[src/rtl/pong_game_ctrl_if.sv]
// Bus between the key decode / frame timing side and the game controller.
// master: drives frame_tick, start and the four key levels; reads object state.
// slave : the controller; reads ticks/keys, drives paddle/ball coordinates,
//         scores, game_state and point_pulse.
interface pong_game_ctrl_if;
  logic       frame_tick;
  logic       start;
  logic       w_in;
  logic       s_in;
  logic       o_in;
  logic       l_in;
  logic [8:0] paddle_l_y;
  logic [8:0] paddle_r_y;
  logic [9:0] ball_x;
  logic [8:0] ball_y;
  logic [3:0] score_l;
  logic [3:0] score_r;
  logic [2:0] game_state;
  logic       point_pulse;

  modport master (
    output frame_tick, start, w_in, s_in, o_in, l_in,
    input  paddle_l_y, paddle_r_y, ball_x, ball_y,
           score_l, score_r, game_state, point_pulse
  );

  modport slave (
    input  frame_tick, start, w_in, s_in, o_in, l_in,
    output paddle_l_y, paddle_r_y, ball_x, ball_y,
           score_l, score_r, game_state, point_pulse
  );
endinterface

[src/rtl/pong_game_ctrl.sv]
// Pong game sequencer: advances paddles, ball, scores and serve timing once per
// VGA frame tick and presents registered object coordinates to the renderer.
// Ports:
//   clock - system clock
//   reset - asynchronous, active-high reset
//   bus   - slave side of pong_game_ctrl_if (tick/start/keys in, game state out)
module pong_game_ctrl #(
  parameter int unsigned SCREEN_W     = 640,
  parameter int unsigned SCREEN_H     = 480,
  parameter int unsigned PADDLE_H     = 64,
  parameter int unsigned PADDLE_W     = 8,
  parameter int unsigned BALL_SIZE    = 8,
  parameter int unsigned PADDLE_L_X   = 16,
  parameter int unsigned PADDLE_R_X   = 616,
  parameter int unsigned PADDLE_SPEED = 4,
  parameter int unsigned BALL_SPEED   = 2,
  parameter int unsigned WIN_SCORE    = 7,
  parameter int unsigned SERVE_FRAMES = 60
) (
  input  logic            clock,
  input  logic            reset,
  pong_game_ctrl_if.slave bus
);

  localparam int unsigned XW = 10;
  localparam int unsigned YW = 9;
  localparam int unsigned SW = 4;
  localparam int unsigned CW = $clog2(SERVE_FRAMES);

  localparam logic [YW-1:0] PADDLE_MAX  = YW'(SCREEN_H - PADDLE_H);
  localparam logic [YW-1:0] PADDLE_MID  = YW'((SCREEN_H - PADDLE_H) / 2);
  localparam logic [YW-1:0] PAD_STEP    = YW'(PADDLE_SPEED);
  localparam logic [XW-1:0] BALL_X_MID  = XW'((SCREEN_W - BALL_SIZE) / 2);
  localparam logic [YW-1:0] BALL_Y_MID  = YW'((SCREEN_H - BALL_SIZE) / 2);
  localparam logic [XW-1:0] BALL_X_MAX  = XW'(SCREEN_W - BALL_SIZE);
  localparam logic [YW-1:0] BALL_Y_MAX  = YW'(SCREEN_H - BALL_SIZE);
  localparam logic [XW-1:0] STEP_X      = XW'(BALL_SPEED);
  localparam logic [YW-1:0] STEP_Y      = YW'(BALL_SPEED);
  localparam logic [XW-1:0] HIT_L_X     = XW'(PADDLE_L_X + PADDLE_W);
  localparam logic [XW-1:0] HIT_R_X     = XW'(PADDLE_R_X - BALL_SIZE);
  localparam logic [SW-1:0] WIN         = SW'(WIN_SCORE);
  localparam logic [CW-1:0] SERVE_LAST  = CW'(SERVE_FRAMES - 1);

  typedef enum logic [2:0] {
    ST_IDLE      = 3'd0,
    ST_SERVE     = 3'd1,
    ST_PLAY      = 3'd2,
    ST_SCORE     = 3'd3,
    ST_GAME_OVER = 3'd4
  } state_t;

  state_t        state_q, state_d;
  logic [YW-1:0] paddle_l_q, paddle_l_d;
  logic [YW-1:0] paddle_r_q, paddle_r_d;
  logic [XW-1:0] ball_x_q, ball_x_d;
  logic [YW-1:0] ball_y_q, ball_y_d;
  logic [SW-1:0] score_l_q, score_l_d;
  logic [SW-1:0] score_r_q, score_r_d;
  logic          dir_x_q, dir_x_d;     // 1 = moving right (+x)
  logic          dir_y_q, dir_y_d;     // 1 = moving down (+y)
  logic [CW-1:0] serve_cnt_q, serve_cnt_d;
  logic          scorer_l_q, scorer_l_d;  // who won the pending point
  logic          point_pulse_q, point_pulse_d;
  logic [SW-1:0] score_new;

  // Saturating paddle step; both or neither key means no move.
  function automatic logic [YW-1:0] move_paddle(input logic [YW-1:0] y,
                                                input logic up,
                                                input logic dn);
    logic [YW-1:0] r;
    r = y;
    if (up && !dn) begin
      r = (y < PAD_STEP) ? '0 : y - PAD_STEP;
    end else if (dn && !up) begin
      r = (y >= PADDLE_MAX - PAD_STEP) ? PADDLE_MAX : y + PAD_STEP;
    end
    return r;
  endfunction

  // Vertical overlap of ball and paddles, widened so the sums cannot wrap.
  logic [YW:0] ball_bot, pl_bot, pr_bot;
  logic        overlap_l, overlap_r;
  logic        hit_l, hit_r, miss_l, miss_r;

  assign ball_bot  = {1'b0, ball_y_q} + (YW+1)'(BALL_SIZE);
  assign pl_bot    = {1'b0, paddle_l_q} + (YW+1)'(PADDLE_H);
  assign pr_bot    = {1'b0, paddle_r_q} + (YW+1)'(PADDLE_H);
  assign overlap_l = (ball_bot > {1'b0, paddle_l_q}) && ({1'b0, ball_y_q} < pl_bot);
  assign overlap_r = (ball_bot > {1'b0, paddle_r_q}) && ({1'b0, ball_y_q} < pr_bot);

  // Contact windows: the ball is at or just outside the paddle face and would
  // reach or cross it this frame.
  assign hit_l  = !dir_x_q && (ball_x_q >= HIT_L_X) &&
                  (ball_x_q <= HIT_L_X + STEP_X) && overlap_l;
  assign hit_r  = dir_x_q && (ball_x_q <= HIT_R_X) &&
                  (ball_x_q >= HIT_R_X - STEP_X) && overlap_r;
  assign miss_l = !dir_x_q && (ball_x_q < STEP_X);
  assign miss_r = dir_x_q && (ball_x_q > BALL_X_MAX - STEP_X);

  // State and datapath registers.
  always_ff @(posedge clock or posedge reset) begin
    if (reset) begin
      state_q       <= ST_IDLE;
      paddle_l_q    <= PADDLE_MID;
      paddle_r_q    <= PADDLE_MID;
      ball_x_q      <= BALL_X_MID;
      ball_y_q      <= BALL_Y_MID;
      score_l_q     <= '0;
      score_r_q     <= '0;
      dir_x_q       <= 1'b1;
      dir_y_q       <= 1'b1;
      serve_cnt_q   <= '0;
      scorer_l_q    <= 1'b0;
      point_pulse_q <= 1'b0;
    end else begin
      state_q       <= state_d;
      paddle_l_q    <= paddle_l_d;
      paddle_r_q    <= paddle_r_d;
      ball_x_q      <= ball_x_d;
      ball_y_q      <= ball_y_d;
      score_l_q     <= score_l_d;
      score_r_q     <= score_r_d;
      dir_x_q       <= dir_x_d;
      dir_y_q       <= dir_y_d;
      serve_cnt_q   <= serve_cnt_d;
      scorer_l_q    <= scorer_l_d;
      point_pulse_q <= point_pulse_d;
    end
  end

  // Next-state and datapath update.
  always_comb begin
    state_d       = state_q;
    paddle_l_d    = paddle_l_q;
    paddle_r_d    = paddle_r_q;
    ball_x_d      = ball_x_q;
    ball_y_d      = ball_y_q;
    score_l_d     = score_l_q;
    score_r_d     = score_r_q;
    dir_x_d       = dir_x_q;
    dir_y_d       = dir_y_q;
    serve_cnt_d   = serve_cnt_q;
    scorer_l_d    = scorer_l_q;
    point_pulse_d = 1'b0;
    score_new     = '0;

    if (bus.frame_tick && (state_q != ST_GAME_OVER)) begin
      paddle_l_d = move_paddle(paddle_l_q, bus.w_in, bus.s_in);
      paddle_r_d = move_paddle(paddle_r_q, bus.o_in, bus.l_in);
    end

    case (state_q)
      ST_IDLE: begin
        if (bus.start) begin
          state_d     = ST_SERVE;
          score_l_d   = '0;
          score_r_d   = '0;
          serve_cnt_d = '0;
        end
      end

      ST_SERVE: begin
        if (bus.frame_tick) begin
          if (serve_cnt_q == SERVE_LAST) begin
            state_d     = ST_PLAY;
            serve_cnt_d = '0;
          end else begin
            serve_cnt_d = serve_cnt_q + CW'(1);
          end
        end
      end

      ST_PLAY: begin
        if (bus.frame_tick) begin
          // Vertical bounce off top/bottom walls.
          if (!dir_y_q && (ball_y_q < STEP_Y)) begin
            ball_y_d = '0;
            dir_y_d  = 1'b1;
          end else if (dir_y_q && (ball_y_q > BALL_Y_MAX - STEP_Y)) begin
            ball_y_d = BALL_Y_MAX;
            dir_y_d  = 1'b0;
          end else if (dir_y_q) begin
            ball_y_d = ball_y_q + STEP_Y;
          end else begin
            ball_y_d = ball_y_q - STEP_Y;
          end

          // Paddle contact wins over a miss on the same frame.
          if (hit_l) begin
            ball_x_d = HIT_L_X;
            dir_x_d  = 1'b1;
          end else if (hit_r) begin
            ball_x_d = HIT_R_X;
            dir_x_d  = 1'b0;
          end else if (miss_l) begin
            scorer_l_d    = 1'b0;
            state_d       = ST_SCORE;
            point_pulse_d = 1'b1;
          end else if (miss_r) begin
            scorer_l_d    = 1'b1;
            state_d       = ST_SCORE;
            point_pulse_d = 1'b1;
          end else if (dir_x_q) begin
            ball_x_d = ball_x_q + STEP_X;
          end else begin
            ball_x_d = ball_x_q - STEP_X;
          end
        end
      end

      ST_SCORE: begin
        if (scorer_l_q) begin
          score_new = (score_l_q < WIN) ? score_l_q + SW'(1) : score_l_q;
          score_l_d = score_new;
        end else begin
          score_new = (score_r_q < WIN) ? score_r_q + SW'(1) : score_r_q;
          score_r_d = score_new;
        end
        if (score_new == WIN) begin
          state_d = ST_GAME_OVER;
        end else begin
          // Next serve heads toward the player who conceded.
          state_d     = ST_SERVE;
          ball_x_d    = BALL_X_MID;
          ball_y_d    = BALL_Y_MID;
          dir_x_d     = scorer_l_q;
          serve_cnt_d = '0;
        end
      end

      ST_GAME_OVER: begin
        if (bus.start) begin
          state_d     = ST_SERVE;
          score_l_d   = '0;
          score_r_d   = '0;
          ball_x_d    = BALL_X_MID;
          ball_y_d    = BALL_Y_MID;
          dir_x_d     = 1'b1;
          serve_cnt_d = '0;
        end
      end

      default: begin
        state_d = ST_IDLE;
      end
    endcase
  end

  assign bus.paddle_l_y  = paddle_l_q;
  assign bus.paddle_r_y  = paddle_r_q;
  assign bus.ball_x      = ball_x_q;
  assign bus.ball_y      = ball_y_q;
  assign bus.score_l     = score_l_q;
  assign bus.score_r     = score_r_q;
  assign bus.game_state  = state_q;
  assign bus.point_pulse = point_pulse_q;

endmodule

[src/flat_wrapper.sv]
// flat-port wrapper written by rule: the top's interface ports become plain ports
module pong_game_ctrl_flat 
#(
  parameter int unsigned SCREEN_W     = 640,
  parameter int unsigned SCREEN_H     = 480,
  parameter int unsigned PADDLE_H     = 64,
  parameter int unsigned PADDLE_W     = 8,
  parameter int unsigned BALL_SIZE    = 8,
  parameter int unsigned PADDLE_L_X   = 16,
  parameter int unsigned PADDLE_R_X   = 616,
  parameter int unsigned PADDLE_SPEED = 4,
  parameter int unsigned BALL_SPEED   = 2,
  parameter int unsigned WIN_SCORE    = 7,
  parameter int unsigned SERVE_FRAMES = 60
)
  (clock, reset, bus_frame_tick, bus_start, bus_w_in, bus_s_in, bus_o_in, bus_l_in, bus_paddle_l_y, bus_paddle_r_y, bus_ball_x, bus_ball_y, bus_score_l, bus_score_r, bus_game_state, bus_point_pulse);
  pong_game_ctrl_if bus_i ();
  input  logic clock;
  input  logic reset;
  input wire logic [$bits(bus_i.frame_tick)-1:0] bus_frame_tick;
  input wire logic [$bits(bus_i.start)-1:0] bus_start;
  input wire logic [$bits(bus_i.w_in)-1:0] bus_w_in;
  input wire logic [$bits(bus_i.s_in)-1:0] bus_s_in;
  input wire logic [$bits(bus_i.o_in)-1:0] bus_o_in;
  input wire logic [$bits(bus_i.l_in)-1:0] bus_l_in;
  output wire logic [$bits(bus_i.paddle_l_y)-1:0] bus_paddle_l_y;
  output wire logic [$bits(bus_i.paddle_r_y)-1:0] bus_paddle_r_y;
  output wire logic [$bits(bus_i.ball_x)-1:0] bus_ball_x;
  output wire logic [$bits(bus_i.ball_y)-1:0] bus_ball_y;
  output wire logic [$bits(bus_i.score_l)-1:0] bus_score_l;
  output wire logic [$bits(bus_i.score_r)-1:0] bus_score_r;
  output wire logic [$bits(bus_i.game_state)-1:0] bus_game_state;
  output wire logic [$bits(bus_i.point_pulse)-1:0] bus_point_pulse;
  assign bus_i.frame_tick = bus_frame_tick;
  assign bus_i.start = bus_start;
  assign bus_i.w_in = bus_w_in;
  assign bus_i.s_in = bus_s_in;
  assign bus_i.o_in = bus_o_in;
  assign bus_i.l_in = bus_l_in;
  assign bus_paddle_l_y = bus_i.paddle_l_y;
  assign bus_paddle_r_y = bus_i.paddle_r_y;
  assign bus_ball_x = bus_i.ball_x;
  assign bus_ball_y = bus_i.ball_y;
  assign bus_score_l = bus_i.score_l;
  assign bus_score_r = bus_i.score_r;
  assign bus_game_state = bus_i.game_state;
  assign bus_point_pulse = bus_i.point_pulse;
  pong_game_ctrl #(.SCREEN_W(SCREEN_W), .SCREEN_H(SCREEN_H), .PADDLE_H(PADDLE_H), .PADDLE_W(PADDLE_W), .BALL_SIZE(BALL_SIZE), .PADDLE_L_X(PADDLE_L_X), .PADDLE_R_X(PADDLE_R_X), .PADDLE_SPEED(PADDLE_SPEED), .BALL_SPEED(BALL_SPEED), .WIN_SCORE(WIN_SCORE), .SERVE_FRAMES(SERVE_FRAMES)) u_core (.clock(clock), .reset(reset), .bus(bus_i));
endmodule
[config.mk]
export PLATFORM = sky130hd
export DESIGN_NAME = pong_game_ctrl_flat
export DESIGN_NICKNAME = d
export VERILOG_FILES = /design/src/rtl/pong_game_ctrl_if.sv /design/src/rtl/pong_game_ctrl.sv /design/src/flat_wrapper.sv
export SDC_FILE = /design/constraint.sdc
export NUM_CORES = 1
export LEC_CHECK = 0
export BUFFER_PORTS_ARGS = -buffer_cell sky130_fd_sc_hd__buf_2
export CORE_UTILIZATION = 60
export DETAILED_ROUTE_END_ITERATION = 8
export PLACE_DENSITY_LB_ADDON = 0.12
export SLEW_MARGIN = 25
export SYNTH_ARGS = -nofsm -noshare
export SYNTH_HDL_FRONTEND = slang
export SYNTH_SLANG_ARGS = --single-unit
[constraint.sdc]
create_clock -name clock -period 3.95 [get_ports clock]
set_input_delay 0.1975 -clock clock [delete_from_list [all_inputs] [get_ports clock]]
set_output_delay 0.1975 -clock clock [all_outputs]
set_load 0.02 [all_outputs]
After elaboration in Yosys (flattened, before gate mapping):

Cells that the tools add are included.

* add/subtract/negate cells: 14
* order comparisons: 18
* eq/ne operators: 21
* muxes and demuxes: 64
* bitwise operators: 2
* reduce and logical (&&, ||, !) cells: 43

Operators by type and width (count)
* $mux W9: 14
* $mux W10: 8
* $pmux W10 S3: 1
* $mux W4: 7
* $mux W3: 9
* $pmux W9 S3: 1
* $mux W6: 4
* $add A9 B7 Y10 const B: 2
* $gt A10 B9 Y1: 2
* $lt A9 B10 Y1: 2
* $add A9 B3 Y9 const B: 2
* $ge A9 B9 Y1 const B: 2
* $lt A9 B3 Y1 const B: 2
* $pmux W6 S3: 1
* $sub A9 B3 Y9 const B: 2
* $logic_and A1 B1 Y1: 17
* $pmux W4 S2: 2
* $mux W1: 15
* $ne A2 B2 Y1 const B: 7
* $pmux W3 S4: 1
* $add A10 B2 Y10 const B: 1
* $add A9 B4 Y10 const B: 1
* $ge A10 B10 Y1 const B: 1
* $ge A10 B5 Y1 const B: 1
* other kinds (34): 57

* flip-flop bits (word level): 58
* input bits: 8
* output and inout port bits: 49
* logic and storage cells: 174

Depth between registers and ports, before layout:

Gate-level depths: netlist of run 1.

* depth after elaboration: 8
* depth in mapped cells: 12
* depth with buffers taken out: 11

Least setup slack after synthesis of run 1:

Ideal clock, no wire load.

* path type: register -> register
* from: reg u_core.ball_y_q[5], in the netlist u_core.bus.ball_y[5]
* to: reg u_core.dir_x_q
* setup time: 85 ps
* arrival time: 2879 ps
* required time: 3865 ps
* slack: 986 ps
* stages on the path, launching flop included: 11
* path buffers: 1
* period minus slack after synthesis: 2964 ps
* cell sequence: dfstp_2 -> clkbuf_1 -> nand3_1 -> nor2_1 -> xor2_1 -> ha_1 -> nor2b_1 -> or4_1 -> o311ai_1 -> a31oi_1 -> mux2_1

* cells in the longest elaborated chain, start to end: 7
* elaborated cells between the ends (all ways): 14
* classes of those cells: add/sub (1); order compare (4); eq/ne (1); mux (3); reduce/logical (5)

RTL lines
* start, declared: line pong_game_ctrl.sv:56 `logic [YW-1:0] ball_y_q, ball_y_d;`
* start signal, assigned: line pong_game_ctrl.sv:120 `ball_y_q <= ball_y_d;`
* $add A9 B4 Y10: line pong_game_ctrl.sv:85 `assign ball_bot = {1'b0, ball_y_q} + (YW+1)'(BALL_SIZE);`
* $gt A10 B9 Y1: line pong_game_ctrl.sv:88 `assign overlap_l = (ball_bot > {1'b0, paddle_l_q}) && ({1'b0, ball_y_q} < pl_bot);`
* $logic_and A1 B1 Y1: line pong_game_ctrl.sv:88
* $logic_and A1 B1 Y1: line pong_game_ctrl.sv:94 `(ball_x_q <= HIT_L_X + STEP_X) && overlap_l;`
* $mux W1: line pong_game_ctrl.sv:189 `if (hit_l) begin`
* $mux W1: line pong_game_ctrl.sv:174 `if (bus.frame_tick) begin`
* $pmux W1 S3: line pong_game_ctrl.sv:152 `case (state_q)`
* end signal, assigned: line pong_game_ctrl.sv:123 `dir_x_q <= dir_x_d;`
* end, declared: line pong_game_ctrl.sv:59 `logic dir_x_q, dir_x_d;`

Several ways; a longest one is shown, not always the timed one. The select of a mux whose other input is x is not followed.
A chain may end at the register's enable or synchronous reset.

Worst setup path after layout of run 1:

* from: reg u_core.ball_y_q[3], in the netlist u_core.bus.ball_y[3]
* to: reg u_core.dir_x_q

Same word-level chain as after synthesis.

==> metrics.md, run 1 <==
| Metric | Value |
|---|---|
| Hold Fails Final Rpt | `0` |
| # port buffers | `50` |
| Maximum capacitance violations | `0` |
| Clock power share | `16.9%` |
| CP Launch Point | `u_core.bus.ball_y[3]` |
| Num CTS Buffers | `5` |
| Register area | `1320 µm²` |
| Syn. warnings | `0` |
| Status | `completed` |
| Initial DRT Pass Iterations | `5` |
| Worst VDD drop | `0.000360 V` |
| Fill count | `634` |
| Placed Instance Area | `4900 µm²` |
| CP Max Fanout | `10` |
| Total grt overflow | `0` |
| Hold path start | `bus_start` |
| Starting DRT DRC Count | `258` |
| CP arrival | `3.47 ns` |
| DRC | `0` |
| Crit path time final | `3.21 ns` |
| Number of flops mapped to enable cells by yosys | `0` |
| Syn Std Cell Area | `4620 µm²` |
| # diodes | `0` |
| Initial antenna violation count | `0` |
| Crit path kind | `reg -> reg` |
| Net Sw Frac | `45.2%` |
| Core box area | `7330 µm²` |
| Combinational fraction of design power | `44.5%` |
| Layout Skew | `0.0184 ns` |
| Vias in the first global route | `4133` |
| Final worst-path cycle share | `81.1%` |
| Max Root-Sink Buffers | `2` |
| Vias per cell | `6.32` |
| Post-CTS Resized | `0` |
| RePlAce Congestion | `0.906` |
| Worst slew margin | `27.1%` |
| Die Y | `89.7 µm` |
| Most used flip-flop cell after synthesis | `dfrtp_1` |
| Area of the multi-input gates | `3050 µm²` |
| R2r startpoint | `u_core.bus.ball_y[3]` |
| Pins Over Slew Limit | `0` |
| Netlist cell types | `79` |
| Initial Util | `63.0%` |
| RSZ-0062 raised after global routing | `false` |
| Fin nets | `674` |
| Most common cell after layout, fill and taps aside | `nand2_1` |
| DP Wirelength | `8.81 mm` |
| # rows | `31` |
| GR Util All Layers | `30.2%` |
| CP Launch Type | `register` |
| Post-route cell area | `5000 µm²` |
| WP data required | `4.21 ns` |
| Die width | `89.7 µm` |
| Vias | `4509` |
| Worst-path clk slew | `0.11 ns` |
| CTS tree | `done` |
| Cells after synthesis | `571` |
| Worst-Skew Late Latency | `0.33 ns` |
| Full die area | `8050 µm²` |
| Ports | `57` |
| WL final | `11.6 mm` |
| CTS root buf | `clkbuf_8` |
| Sequential area share after synthesis | `28.7%` |
| CP Capture Type | `register` |
| PD cells | `390 nW/µm²` |
| Post-route ant nets | `0` |
| Worst slew pin tran | `1.09 ns` |
| # H-tree levels | `2` |
| Share of cells above drive strength 1 | `16.6%` |
| Post-Syn Area per Cell | `8.08 µm²` |
| P_int | `0.00107 W` |
| Max Clock Freq | `312 MHz` |
| #FFs+latches synth | `52` |
| P&R area growth vs syn | `8.35%` |
| Maximum number of pins on one net before global-route repair | `39` |
| Most frequent cells in the layout | `65 x nand2_1, 57 x nor2_1, 53 x ha_1` |
| Sequential Power Share | `38.6%` |
| P_sw | `0.000883 W` |
| Leakage | `2.28 nW` |
| Setup TNS | `0 ns` |
| WL/cell | `16.3 µm` |
| Type of the worst min-delay path | `in -> reg` |
| First-pass GRT wire length | `20.1 mm` |
| Clk sinks | `52` |
| Async set or reset register ratio after synthesis | `100%` |
| Setup violations, final | `0` |
==> critical path, cell delays in order, from the launching register on <==
cell and delay (ns):
dfstp_2 0.64, ha_1 0.25, nand3_1 0.20, xnor2_1 0.29, ha_1 0.29, a21oi_1 0.13
nor2b_1 0.06, or4_1 0.46, o311ai_1 0.27, a31oi_1 0.20, mux2_1 0.35
==> state kept, by name, summed over array words and instances (netlist names) <==
register                flops
u_core.bus.ball_x           9
u_core.bus.ball_y           8
u_core.bus.game_state       3
u_core.bus.paddle_l_y       7
u_core.bus.paddle_r_y       7
u_core.bus.point_pulse      1
u_core.bus.score_l          4
u_core.bus.score_r          4
u_core.dir_x_q              1
u_core.dir_y_q              1
u_core.scorer_l_q           1
u_core.serve_cnt_q          6
==> path summary, 6_finish.rpt <==
check / end / slack, ns / depth (start not counted)
max: u_core.dir_x_q / 0.74 / 10
max in group asynchronous: u_core.bus.ball_y[6] / 2.75 / 4
min in group asynchronous: u_core.bus.paddle_r_y[3] / 0.38 / 3
min reg2reg: u_core.serve_cnt_q[5] / 0.50 / 1
max reg2reg: u_core.dir_x_q / 0.74 / 10
min: u_core.bus.game_state[2] / 0.14 / 2
==> power by group through the flow <==
stage               sequential [W]  clock, W  combinational (W)
floorplan                 0.000780         0           0.000592
global placement          0.000756         0           0.000819
detailed placement        0.000759         0           0.000851
CTS                       0.000750  0.000337           0.000860
global route              0.000774  0.000357           0.000973
finish                    0.000753  0.000329           0.000869
==> routing by layer <==
metal / track usage, % / up-vias / routed length (µm)
met4: 8.74 / 0 / 205
met2: 46.0 / 159 / 5310
met3: 4.82 / 18 / 667
li1: - / 2154 / -
met5: 0 / - / 0
met1: 44.0 / 2178 / 5450
==> cell usage after synthesis, drive strengths merged (4+ instances only) <==
cell type	n	area, µm²
xnor2	7	61.3
ha	53	663
a21oi	46	234
nand2	65	244
nor2b	6	37.5
nor3	11	66.3
clkbuf	10	37.5
nor4	5	52.6
dfstp	18	473
or3	4	25.0
dfrtp	34	851
buf	13	88.8
o31ai	6	45.0
or4	8	63.8
mux2i	4	40.0
nor2	58	220
a31oi	8	65.1
o2bb2ai	4	35.0
o22ai	6	37.5
inv	37	139
nand4	18	113
o21ai	39	195
nand2b	7	43.8
o22a	4	35.0
a211oi	5	37.5
or2	8	52.6
nand3	17	85.1
o211ai	5	37.5
and3	8	50.1
==> area by class of cell <==
cell class | count | area share [%]
Clock inverter | 3 | 0.500
Tap cell | 99 | 2.48
Sequential cell | 52 | 26.5
Timing Repair Buffer | 53 | 5.50
Clock buffer | 5 | 1.38
Multi-Input combinational cell | 464 | 60.9
Inverter | 37 | 2.78
==> repair_timing <==
item / 4_1_cts / 5_1_grt
hold buffers: 1 / 0
buffers inserted: 0 / 0
endpoints found under the hold margin: 8 / 0
==> logic make-up (layout without fill, tap and decap cells) <==
kind of cell	after synthesis	in the layout	share of synthesized area, %
xor gates and xnor gates	10	10	1.90
muxes	6	6	1.36
AOI/OAI and AO/OA	161	161	22.7
DFF	52	52	28.7
adders and majority gates	53	53	14.4
other	1	6	0.0812
buffers and inverters	60	98	5.75
and+or+nand+nor	228	228	25.2
==> through the flow <==
step	hold WS (ns)	setup WS, ns	power [W]	std cells	util, %
5_1_grt	0.139	0.449	0.00210	713	68.2
3_3_place_gp	0.179	0.940	0.00158	704	66.8
3_5_place_dp	0.179	0.782	0.00161	704	66.8
2_1_floorplan	0.305	0.986	0.00137	576	-
6_report	0.138	0.745	0.00195	713	68.2
4_1_cts	0.133	0.772	0.00195	713	68.2
Note: power is estimated with default switching activity, not from simulation.
==> run 2: changes to the inputs <==
ABC_AREA = 1   (was not set)
clock period = 3.3 ns   (was 3.95 ns; I/O delays follow)
==> metrics.md, run 2 <==
| Metric | Value |
|---|---|
| Status | `finished, violations left` |
| Failing checks | `negative hold slack` |
| PD cells | `863 nW/µm² (+120%)` |
| Worst VDD drop | `0.000550 V (+53%)` |
| # H-tree levels | `2 (unchanged)` |
| Final WS setup | `0.702 ns (-0.0432 ns)` |
| Pins Over Slew Limit | `0 (unchanged)` |
| Type of the worst min-delay path | `in -> async` |
| Hold Slack | `-0.0241 ns (-0.162 ns)` |
| P&R area growth vs syn | `8.09%` |
| Fin nets | `897 (+33%)` |
| Starting DRT DRC Count | `457 (+77%)` |
| Post-route ant nets | `0 (unchanged)` |
| Crit path time final | `2.60 ns (-0.607 ns)` |
| Maximum capacitance violations | `0 (unchanged)` |
| Leading area contributor after synthesis | `dfrtp_1` |
| Cells after synthesis | `785 (+37%)` |
| WL final | `13.5 mm (+16%)` |
| DRC | `0 (unchanged)` |
| Clk sinks | `52 (unchanged)` |
| Leakage | `3.01 nW (+32%)` |
| CP Capture Type | `register` |
| Vias | `5210 (+16%)` |
| Post-CTS Repair Setup Buffers | `0 (unchanged)` |
| CTS tree | `done` |
| Share of cells above drive strength 1 | `13.9% (-2.8 points)` |
| Most used flip-flop cell after synthesis | `dfrtp_1` |
| Syn. warnings | `0 (unchanged)` |
| Vias per cell | `5.53 (-13%)` |
| Final Non-Filler Cells | `942 (+32%)` |
| Vias in the first global route | `4928 (+19%)` |
| Post-place setup slack | `0.746 ns (-0.0359 ns)` |
| Max reg flops | `9 (unchanged)` |
| # port buffers | `50 (unchanged)` |
| Fill count | `777 (+23%)` |
| CP Launch Type | `register` |
| WL/cell | `14.4 µm (-12%)` |
| R2R Path End | `u_core.dir_x_q` |
| GR peak layer | `met2` |
| # diodes | `0 (unchanged)` |
| Post-Syn Area per Cell | `6.64 µm² (-18%)` |
| Num CTS Buffers | `5 (unchanged)` |
| RePlAce Congestion | `0.973 (+7.4%)` |
| Final design utilization | `67.9% (-0.30 points)` |
| Final worst-path cycle share | `78.7% (-2.4 points)` |
| CTS root buf | `clkbuf_8` |
| #FFs+latches synth | `52 (unchanged)` |
| Netlist cell types | `47 (-41%)` |
| Syn Std Cell Area | `5220 µm² (+13%)` |
| Most common cell after layout, fill and taps aside | `nand2_1` |
| Max Root-Sink Buffers | `2 (unchanged)` |
| Max Clock Freq | `385 MHz (+23%)` |
| Async set or reset register ratio after synthesis | `100% (unchanged)` |
| Met1 Track Usage GR | `42.3% (-1.7 points)` |
| Dpl cells | `934 (+33%)` |
| R2r startpoint | `u_core.bus.ball_y[3]` |
| Ports | `57 (unchanged)` |
| Most frequent cells in the layout | `209 x nand2_1, 118 x inv_1, 74 x nor2_1` |
| Top cell type's share of synthesized area | `16.3% (-2.1 points)` |
| Hold Fails Final Rpt | `34 (+34)` |
| Crit path kind | `reg -> reg` |
| Die width | `95.2 µm (+6.2%)` |
| Post-CTS Resized | `0 (unchanged)` |
| Setup TNS | `0 ns (unchanged)` |
| Total chip power | `0.00487 W (+150%)` |
| Most frequent cells after synthesis | `209 x nand2_1, 119 x inv_1, 74 x nor2_1` |
| Sequential area share after synthesis | `25.4% (-3.3 points)` |
| Flop2flop setup slack | `0.70 ns (-0.04 ns)` |
| Total grt overflow | `0 (unchanged)` |
| Met3 usage | `2.79% (-2.0 points)` |
| Worst slew pin tran | `0.827 ns (-0.259 ns)` |
| Core box area | `8300 µm² (+13%)` |
| Die Y | `95.2 µm (+6.2%)` |
| # rows | `33 (+6.5%)` |
| Maximum number of pins on one net before global-route repair | `47 (+21%)` |
| Cts hold-fix bufs | `0 (-1)` |
| Worst-Skew Late Latency | `0.31 ns (-0.02 ns)` |
| Initial DRT Pass Iterations | `5 (unchanged)` |
| Top cells by area, synth | `dfrtp_1 16%, nand2_1 15%, ha_1 13%` |
| Area of the multi-input gates | `3330 µm² (+9.5%)` |
| GR Util All Layers | `31.7% (+1.5 points)` |
| Initial antenna violation count | `0 (unchanged)` |
| Worst-path clk slew | `0.11 ns (about the same)` |
| Top-count cell post-synth | `nand2_1` |
| Met2 Usage GRT | `54.4% (+8.4 points)` |
| Layout Skew | `0.00654 ns (-0.0118 ns)` |
| Number of flops mapped to enable cells by yosys | `0 (unchanged)` |
| Setup violations, final | `0 (unchanged)` |
| Initial Util | `62.8% (-0.13 points)` |
| DP Wirelength | `10.5 mm (+19%)` |
| CP Max Fanout | `9 (-1)` |
| Register area | `1320 µm² (unchanged)` |
| First-pass GRT wire length | `22.7 mm (+13%)` |
| Worst slew margin | `44.8% (+18 points)` |
| CP arrival | `2.86 ns (-0.61 ns)` |
| RSZ-0062 raised after global routing | `false` |
| Full die area | `9070 µm² (+13%)` |
| Reg2reg path depth | `16 (+6)` |
| WP data required | `3.56 ns (-0.65 ns)` |
## run 2: changes by cell type in the layout (fill, tap and decap cells not counted), sizes merged, moves of 7 or more
cell    previous run  this run
and3               8         0
nor2              58        81
o21ai             39        67
nand3             17        66
xor2               3        21
nand2b             7         0
nand2             65       215
inv               39       126
a21oi             46        26
or4                8         0
## run 2: per-stage QoR
stage | area, µm² | hold slack [ns]
after floorplan | 5230 | 0.274
after detailed placement | 5540 | 0.416
after CTS | 5640 | 0.0784
after global routing | 5640 | 0.0453
after global placement | 5540 | 0.419
final | 5640 | -0.0241
## run 2: area by class of cell
class                           count  share of cell area, %
Inverter                          127                   8.61
Multi-Input combinational cell    598                   59.2
Timing Repair Buffer               52                   4.71
Clock inverter                      3                  0.488
Clock buffer                        5                   1.22
Sequential cell                    52                   23.5
Tap cell                          105                   2.33
## run 2: cells by family after synthesis
group                      Yosys count  share of synthesized area, %
and+or+nand+nor                    400                          33.9
buffers and inverters              140                          11.0
AOI/OAI and AO/OA                  111                          12.1
adders and majority gates           53                          12.7
DFF                                 52                          25.4
xor gates and xnor gates            28                          4.70
other                                1                        0.0719
## run 2: per-layer routing
| layer | share of wire (%) | up-vias | wire length (µm) |
|---|---|---|---|
| met3 | 6.3 | 20 | 855 |
| met5 | 0 | - | 0 |
| met1 | 45 | 2368 | 6100 |
| li1 | - | 2617 | - |
| met4 | 1.9 | 0 | 253 |
| met2 | 47 | 205 | 6320 |
## run 2: critical path, cell delays in order, from the launching register on
cell	delay, ns
dfstp_2	0.69
inv_1	0.24
ha_1	0.40
ha_1	0.30
nand2_1	0.05
inv_1	0.07
nand2_1	0.07
nand3_1	0.09
nand2_1	0.05
nand2_1	0.08
nand2_1	0.05
nor2_1	0.10
nand2_1	0.11
nand3_1	0.11
nand2_1	0.05
nand2_1	0.05
nand2_1	0.04
## run 2: where the power goes
group | leakage (nW) | internal [W] | switching, W
combinational | 2.34 | 0.00110 | 0.00208
sequential | 0.628 | 0.000891 | 0.000384
clock | 0.0463 | 0.000157 | 0.000254
## run 2: worst max-delay path by stage
stage / start / endpoint / slack [ns] / cells after the start
6_report: u_core.bus.ball_y[3] / u_core.dir_x_q / 0.70 / 16
5_1_grt: u_core.bus.ball_y[3] / u_core.dir_x_q / 0.47 / 16
4_1_cts: u_core.bus.ball_y[3] / u_core.dir_x_q / 0.72 / 16
3_5_place_dp: u_core.bus.ball_y[3] / u_core.dir_x_q / 0.75 / 16
3_3_place_gp: u_core.bus.ball_y[3] / u_core.dir_x_q / 0.82 / 15
2_1_floorplan: u_core.bus.ball_y[5] / u_core.dir_x_q / 0.98 / 15
